<file path="config.mk">
export PLATFORM = sky130hd
export DESIGN_NAME = cr_clint_arb
export DESIGN_NICKNAME = d
export VERILOG_FILES = /design/src/rtl/cr_clint_arb.sv
export SDC_FILE = /design/constraint.sdc
export NUM_CORES = 1
export LEC_CHECK = 0
export ABC_AREA = 0
export CORE_MARGIN = 4
export CORE_UTILIZATION = 40
export CTS_CLUSTER_SIZE = 30
export DETAILED_ROUTE_END_ITERATION = 8
export HOLD_SLACK_MARGIN = 0.03
export PLACE_DENSITY = 0.77
export SLEW_MARGIN = 0
export SYNTH_ARGS = -nofsm -noshare
export SYNTH_HDL_FRONTEND = slang
export SYNTH_SLANG_ARGS = --single-unit
</file>
<file path="constraint.sdc">
create_clock -name forever_cpuclk -period 2.4 [get_ports forever_cpuclk]
set_input_delay 0.48 -clock forever_cpuclk [delete_from_list [all_inputs] [get_ports forever_cpuclk]]
set_output_delay 0.48 -clock forever_cpuclk [all_outputs]
set_load 0.05 [all_outputs]
</file>
<file path="src/rtl/cr_clint_arb.sv">
// cr_clint_arb: round-robin two-port request arbiter/sequencer in front of the CLINT slave port.
// Optional completion timeout: define CLINT_ARB_TIMEOUT_EN.
module cr_clint_arb #(
  parameter int TIMEOUT_CYC = 16
) (
  input  logic        forever_cpuclk,
  input  logic        cpurst,
  input  logic        m0_arb_sel,
  input  logic        m0_arb_write,
  input  logic [15:0] m0_arb_addr,
  input  logic [31:0] m0_arb_wdata,
  output logic        arb_m0_cmplt,
  output logic [31:0] arb_m0_rdata,
  output logic        arb_m0_err,
  input  logic        m1_arb_sel,
  input  logic        m1_arb_write,
  input  logic [15:0] m1_arb_addr,
  input  logic [31:0] m1_arb_wdata,
  output logic        arb_m1_cmplt,
  output logic [31:0] arb_m1_rdata,
  output logic        arb_m1_err,
  output logic        arb_clint_sel,
  output logic        arb_clint_write,
  output logic [15:0] arb_clint_addr,
  output logic [31:0] arb_clint_wdata,
  input  logic        clint_arb_cmplt,
  input  logic [31:0] clint_arb_rdata
);
  typedef enum logic [1:0] {IDLE, ISSUE, WAIT, RESP} state_t;
  state_t state, state_nx;
  logic p0, p1, w0, w1, owner, last_gnt, gnt, grant, busy, done, tmo, rsp, acc0, acc1, clr0, clr1;
  logic [15:0] a0, a1;
  logic [31:0] d0, d1;
  if (TIMEOUT_CYC < 1 || TIMEOUT_CYC > 255) begin : g_range
    $error("TIMEOUT_CYC must be 1..255");
  end
  assign grant = state == IDLE && (p0 || p1);
  assign gnt   = (p0 && p1) ? ~last_gnt : p1;
  assign busy  = state == ISSUE || state == WAIT;
  assign done  = busy && clint_arb_cmplt;
  assign rsp   = done || tmo;
  assign clr0  = state == RESP && !owner;
  assign clr1  = state == RESP && owner;
  // a pulse in the owner's RESP cycle reloads the buffer (set wins over clear)
  assign acc0  = m0_arb_sel && (!p0 || clr0);
  assign acc1  = m1_arb_sel && (!p1 || clr1);
`ifdef CLINT_ARB_TIMEOUT_EN
  localparam int CW = $clog2(TIMEOUT_CYC + 1);
  logic [CW-1:0] cnt;
  assign tmo = busy && !clint_arb_cmplt && cnt == CW'(TIMEOUT_CYC - 1);
  always_ff @(posedge forever_cpuclk) begin
    if (cpurst || grant) cnt <= '0;
    else if (busy) cnt <= cnt + CW'(1);
  end
  always_ff @(posedge forever_cpuclk) begin
    if (cpurst) begin
      arb_m0_err <= 1'b0;
      arb_m1_err <= 1'b0;
    end else begin
      arb_m0_err <= tmo && !owner;
      arb_m1_err <= tmo && owner;
    end
  end
`else
  assign tmo        = 1'b0;
  assign arb_m0_err = 1'b0;
  assign arb_m1_err = 1'b0;
`endif
  always_comb begin
    state_nx = state;
    case (state)
      IDLE:        state_nx = grant ? ISSUE : IDLE;
      ISSUE, WAIT: state_nx = rsp ? RESP : WAIT;
      default:     state_nx = IDLE;
    endcase
  end
  always_ff @(posedge forever_cpuclk) begin
    if (cpurst) begin
      state           <= IDLE;
      p0              <= 1'b0;
      p1              <= 1'b0;
      w0              <= 1'b0;
      w1              <= 1'b0;
      a0              <= '0;
      a1              <= '0;
      d0              <= '0;
      d1              <= '0;
      owner           <= 1'b0;
      last_gnt        <= 1'b1;
      arb_clint_sel   <= 1'b0;
      arb_clint_write <= 1'b0;
      arb_clint_addr  <= '0;
      arb_clint_wdata <= '0;
      arb_m0_cmplt    <= 1'b0;
      arb_m1_cmplt    <= 1'b0;
      arb_m0_rdata    <= '0;
      arb_m1_rdata    <= '0;
    end else begin
      state <= state_nx;
      p0    <= acc0 || (p0 && !clr0);
      p1    <= acc1 || (p1 && !clr1);
      if (acc0) begin
        w0 <= m0_arb_write;
        a0 <= m0_arb_addr;
        d0 <= m0_arb_wdata;
      end
      if (acc1) begin
        w1 <= m1_arb_write;
        a1 <= m1_arb_addr;
        d1 <= m1_arb_wdata;
      end
      arb_clint_sel <= grant;
      // payload captured at grant stays stable through ISSUE and WAIT
      if (grant) begin
        owner           <= gnt;
        last_gnt        <= gnt;
        arb_clint_write <= gnt ? w1 : w0;
        arb_clint_addr  <= gnt ? a1 : a0;
        arb_clint_wdata <= gnt ? d1 : d0;
      end
      arb_m0_cmplt <= rsp && !owner;
      arb_m1_cmplt <= rsp && owner;
      arb_m0_rdata <= (done && !owner && !arb_clint_write) ? clint_arb_rdata : '0;
      arb_m1_rdata <= (done && owner && !arb_clint_write) ? clint_arb_rdata : '0;
    end
  end
endmodule

</file>
==> results of run 1 <==
-- through the flow --
stage | instances | setup slack [ns] | utilization [%] | power (W) | hold WS [ns]
after global routing | 1387 | 0.0701 | 57.4 | 0.0112 | 0.313
final | 1387 | 0.138 | 57.4 | 0.0107 | 0.323
after CTS | 1387 | 0.100 | 57.4 | 0.0109 | 0.307
after global placement | 1346 | 0.562 | 53.5 | 0.00702 | 0.441
after detailed placement | 1346 | 0.510 | 53.5 | 0.00705 | 0.451
after floorplan | 875 | 0.956 | - | 0.00602 | 0.438
-- final timing paths --
path	to	slack, ns	depth (start not counted)
worst min-delay path	owner$_SDFFE_PP0P_	0.32	2
worst min register to register	arb_clint_wdata[13]$_SDFFE_PP0P_	0.46	2
worst max-delay path	arb_clint_write	0.14	1
worst max register to register	arb_clint_wdata[27]$_SDFFE_PP0P_	0.55	4
-- cell usage after synthesis (3+ instances only) --
| cell | number | area share (%) |
|---|---|---|
| a211oi_1 | 49 | 4.3 |
| a21boi_2 | 3 | 0.39 |
| a21oi_1 | 52 | 3.0 |
| and2_1 | 64 | 4.7 |
| buf_2 | 19 | 1.1 |
| buf_4 | 7 | 0.61 |
| buf_6 | 4 | 0.53 |
| clkbuf_1 | 34 | 1.5 |
| clkbuf_2 | 4 | 0.23 |
| dfxtp_1 | 220 | 51 |
| ha_1 | 3 | 0.44 |
| mux2i_1 | 98 | 11 |
| nand2_1 | 49 | 2.1 |
| nand2b_1 | 196 | 14 |
| nor2_1 | 55 | 2.4 |
-- power breakdown --
| part | leakage [nW] | switching [W] | internal (W) |
|---|---|---|---|
| logic | 2.45 | 0.00166 | 0.00105 |
| registers | 1.80 | 0.000217 | 0.00402 |
| clock network | 0.397 | 0.00144 | 0.00234 |
| total | 4.64 | 0.00332 | 0.00741 |
-- metal layers --
metal	track usage, %	up-vias
met2	31.7	216
met4	4.37	0
li1	-	3300
met5	0	-
met3	3.69	29
met1	22.4	3028
-- layout make-up --
cell class / instances / area (um2) / area share [%]
sequential: 220 / 4400 / 36.4
multi-input combinational: 585 / 3860 / 31.9
timing repair buffer: 264 / 2660 / 22.0
clock buffer: 29 / 648 / 5.36
tap: 275 / 344 / 2.84
clock inverter: 12 / 171 / 1.42
inverter: 2 / 7.51 / 0.0621
-- flip-flops by register name, indices dropped and copies added, names as in the netlist, 2 cells and up --
register / flops
state: 2
d0: 32
arb_clint_wdata: 32
a0: 16
arb_m0_rdata: 32
d1: 32
arb_clint_addr: 16
arb_m1_rdata: 32
a1: 16
-- kinds of logic after synthesis --
kind of cell / share of synthesized area, %
other cells: 0.0437
compound gates: 8.14
flops: 51.4
simple gates: 24.5
mux: 11.4
buf+inv: 4.06
fa+ha+maj: 0.438
==> results_dict.tcl, run 1 <==
set metrics [dict create \
    status "finished, final reports clean" \
    worst_pin_slew_ns 0.802 \
    fp.dieH_um 154 \
    async_flop_share_pct 0 \
    synthCells 874 \
    ir_drop_v 0.000469 \
    detail_route.wl_per_cell_um 16.0 \
    worstSetupPathType "register to output port" \
    start_kind "register" \
    grt_usage_pct 17.9 \
    n_antenna_cell 0 \
    num_vias 6573 \
    slowest_stage "clkdlybuf4s50_1" \
    drive_above_1_share_pct 6.03 \
    cts_tree "built" \
    hold_buffers 0 \
    first_pass_iters 4 \
    antenna_found_initial 0 \
    grt_pass1_vias 6597 \
    critPathMaxFanout 4 \
    synth_flop_cell "dfxtp_1" \
    cts.htree.levels 1 \
    wl_met3_mm 1.47 \
    coreArea_um2 21100 \
    wl_met2_mm 10.9 \
    clkTransAtPathRegs_ns 0.06 \
    die_x_um 154 \
    start_util_pct 40.7 \
    cts_made_buffers 23 \
    final.setup_skew_ns 0.0148 \
    cp.arrival_ns 1.78 \
    fin_area_um2 12100 \
    finalSetupViolations 0 \
    viasPerCell 4.74 \
    drv_slew 0 \
    grt_pass1_wl_mm 34.9 \
    ant_nets 0 \
    cts_setup_buffers 0 \
    post-dp-hpwl_mm 14.9 \
    setup_tns_ns 0 \
    final_cell_mix "clkdlybuf4s50_1, dfxtp_1, nand2b_1" \
    period_minus_slack_ns 2.26 \
    period_share_pct 94.3 \
    num-nets-final 1234 \
    maxSlewHeadroom_pct 46.3 \
    startpoint "arb_clint_write$_SDFFE_PP0P_" \
    worstSkewPairLatency_ns 0.50 \
    post_dp_cell_area_um2 11300 \
    area.growth.synth_to_final_pct 41.1 \
    drc 0 \
    hold_start "cpurst" \
    place_congestion 0.755 \
    ys_types 30 \
    drt_iter0_drc 278 \
    hold_class "input pin to register" \
    netlist_area_um2 8580 \
    synth-edff-count 0 \
    cellLeakagePower_nw 4.64 \
    cp_cell_sequence "clkdlybuf4s50_1" \
    cp.buffers_inverters 1 \
    post_cts_resized 0 \
    reg2reg_from "p0$_SDFF_PP0_" \
    synth.avg_cell_area_um2 9.81 \
    io_buffers 250 \
    cp-end-kind "output port" \
    io_pins 253 \
    rsz0062_at_grt "false" \
    clock_path_buffers 3 \
    ys_ff_latch 220 \
    overflow 0 \
    crit_family "buffers and inverters" \
    grt_start_max_net_pins 111 \
    ys_warn_count 0 \
    die_area_um2 23800 \
    cts.sinks 220 \
    wl_mm 22.1 \
    root_buffer "clkbuf_16" \
    hold_viol_final 0 \
    max_stage_delay_ns 0.88 \
    met1Wirelength_mm 9.39 \
    fillers 1805 \
    layout_commonest_cell "clkdlybuf4s50_1" \
    p_per_area_nw_per_um2 887 \
    worstPathRequired_ns 1.92 \
    rows 53 \
    highest_layer "met4" \
    synth-seq-area-share_pct 51.4 \
    fmax_mhz 442 \
    cap_viol_max_count 0 \
]
No activity file was read; power rests on OpenSTA's default activity.
==> run 2, diff against run 1 <==
--- a/config.mk
+++ b/config.mk
@@ -16,3 +16,4 @@
 export SYNTH_ARGS = -nofsm -noshare
 export SYNTH_HDL_FRONTEND = slang
 export SYNTH_SLANG_ARGS = --single-unit
+export TNS_END_PERCENT = 100
==> constraint.sdc (replaced) <==
create_clock -name forever_cpuclk -period 2.6 [get_ports forever_cpuclk]
set_input_delay 0.52 -clock forever_cpuclk [delete_from_list [all_inputs] [get_ports forever_cpuclk]]
set_output_delay 0.52 -clock forever_cpuclk [all_outputs]
set_load 0.05 [all_outputs]
==> results_dict.tcl, run 2 (synthesis results as in run 1) <==
set metrics [dict create \
    cap_viol_max_count 0 \
    stdcell_count 1388 \
    cp.arrival_ns 1.81 \
    cts_tree "built" \
    cp.buffers_inverters 1 \
    p_sw_share_pct 31.4 \
    layout_commonest_cell "clkdlybuf4s50_1" \
    cts_made_buffers 24 \
    post_cts_resized 0 \
    cts.sinks 220 \
    drive_above_1_share_pct 5.75 \
    maxSlewHeadroom_pct 62.0 \
    drv_slew 0 \
    ff2ff_setup_slack_ns 0.75 \
    cts_setup_buffers 0 \
    cts.htree.levels 1 \
    start_kind "register" \
    worstSetupPathType "register to output port" \
    area.growth.synth_to_final_pct 40.6 \
    worst_pin_slew_ns 0.569 \
    period_share_pct 89.4 \
    cellLeakagePower_nw 4.63 \
    r2r-end "arb_clint_addr[2]$_SDFFE_PP0P_" \
    worstSkewPairLatency_ns 0.50 \
    p_switching_w 0.00305 \
    status "finished, final reports clean" \
    holdPathEnd "arb_clint_wdata[28]$_SDFFE_PP0P_" \
    detail_route.wl_per_cell_um 15.9 \
    viasPerCell 4.73 \
    fp.dieH_um 154 \
    r2r_cells 4 \
    post-dp-hpwl_mm 14.8 \
    period_minus_slack_ns 2.33 \
    drc 0 \
    first_pass_iters 4 \
    rows 53 \
    ir_drop_v 0.000429 \
    crit_family "buffers and inverters" \
    pwr-share-comb_pct 25.8 \
    io_pins 253 \
    io_buffers 250 \
    drt_iter0_drc 244 \
    setup_tns_ns 0 \
    hold_viol_final 0 \
    hold_start "d0[28]$_SDFFE_PP0P_" \
    final_cell_mix "clkdlybuf4s50_1, dfxtp_1, nand2b_1" \
    die_x_um 154 \
    p_per_area_nw_per_um2 807 \
    critPathMaxFanout 4 \
    worstPathRequired_ns 2.08 \
    pwr-share-seq_pct 40.3 \
    finalSetupViolations 0 \
    final.setup_skew_ns 0.0139 \
    cp-end-kind "output port" \
    overflow 0 \
    dp_cells 1346 \
    clkPwrFrac_pct 34.0 \
    place_congestion 0.755 \
    num-nets-final 1235 \
    start_util_pct 40.7 \
    grt_usage_pct 17.7 \
    rsz0062_at_grt "false" \
    antenna_found_initial 0 \
    clkTransAtPathRegs_ns 0.06 \
    die_area_um2 23800 \
    hold_buffers 0 \
    reg2reg_from "p1$_SDFF_PP0_" \
    n_antenna_cell 0 \
    grt_pass1_wl_mm 34.6 \
    grt_start_max_net_pins 133 \
    fmax_mhz 430 \
    max_stage_delay_ns 0.89 \
    grt_pass1_vias 6594 \
    slowest_stage "clkdlybuf4s50_1" \
    p_int_w 0.00667 \
    holdWs_ns 0.454 \
    clock_path_buffers 3 \
    hold_class "register to register" \
    ant_nets 0 \
    whs_path_depth 2 \
    wl_mm 22.1 \
    coreArea_um2 21100 \
    cp_cell_sequence "clkdlybuf4s50_1" \
    fillers 1821 \
    num_vias 6567 \
    root_buffer "clkbuf_16" \
]
run 2: changes by cell type in the layout (fill, tap and decap cells not counted):
| cell | previous run | this run |
|---|---|---|
| clkbuf_1 | 1 | 5 |
| inv_6 | 0 | 1 |
| bufinv_16 | 4 | 1 |
| clkbuf_16 | 23 | 25 |
| clkinvlp_4 | 3 | 0 |
| clkinv_4 | 1 | 0 |
| clkinv_2 | 4 | 5 |
run 2: worst max path at each step:
stage                                  from                              to  slack (ns)  cells after the start
2_1_floorplan                        cpurst  arb_clint_addr[0]$_SDFFE_PP0P_        1.12                      5
5_1_grt        arb_clint_write$_SDFFE_PP0P_                 arb_clint_write        0.22                      1
3_3_place_gp                     m0_arb_sel             d0[15]$_SDFFE_PP0P_        0.73                      4
3_5_place_dp                     m0_arb_sel              d0[8]$_SDFFE_PP0P_        0.68                      4
4_1_cts        arb_clint_write$_SDFFE_PP0P_                 arb_clint_write        0.25                      1
6_report       arb_clint_write$_SDFFE_PP0P_                 arb_clint_write        0.27                      1
run 2: cell type report:
| type | count | area, um2 | area share, % |
|---|---|---|---|
| clock buffers | 35 | 713 | 5.92 |
| inverters | 2 | 7.51 | 0.0623 |
| well taps | 275 | 344 | 2.85 |
| clock inverters | 7 | 63.8 | 0.529 |
| multi-input cells | 585 | 3860 | 32.0 |
| repair buffers | 264 | 2660 | 22.1 |
| flip-flops and latches | 220 | 4400 | 36.5 |
run 2: through the flow:
stage / util [%] / power (W) / setup slack (ns) / area [um2]
4_1_cts: 57.2 / 0.00984 / 0.250 / 12100
3_3_place_gp: 53.5 / 0.00646 / 0.729 / 11300
6_report: 57.2 / 0.00972 / 0.275 / 12100
2_1_floorplan: - / 0.00556 / 1.12 / 8580
5_1_grt: 57.2 / 0.0102 / 0.223 / 12100
3_5_place_dp: 53.5 / 0.00651 / 0.682 / 11300
run 2: tightest hold or removal path, cell delays in order (launching register included):
cell	delay, ns
dfxtp_1	0.31
nand2_1	0.05
a211oi_1	0.05
run 2: power groups by stage:
| stage | Clock, W | Sequential (W) | Combinational, W |
|---|---|---|---|
| 2_1_floorplan | 0 | 0.00468 | 0.000883 |
| 3_3_place_gp | 0 | 0.00398 | 0.00248 |
| 3_5_place_dp | 0 | 0.00398 | 0.00252 |
| 4_1_cts | 0.00338 | 0.00392 | 0.00254 |
| 6_report | 0.00330 | 0.00391 | 0.00251 |
| 5_1_grt | 0.00353 | 0.00395 | 0.00268 |
run 2: metal layers:
layer,global-route usage (%),wire length [um],vias up
li1,-,-,3288
met1,22.3,9520,3009
met2,31.1,10600,241
met3,3.75,1620,29
met4,3.87,348,0
met5,0,0,-
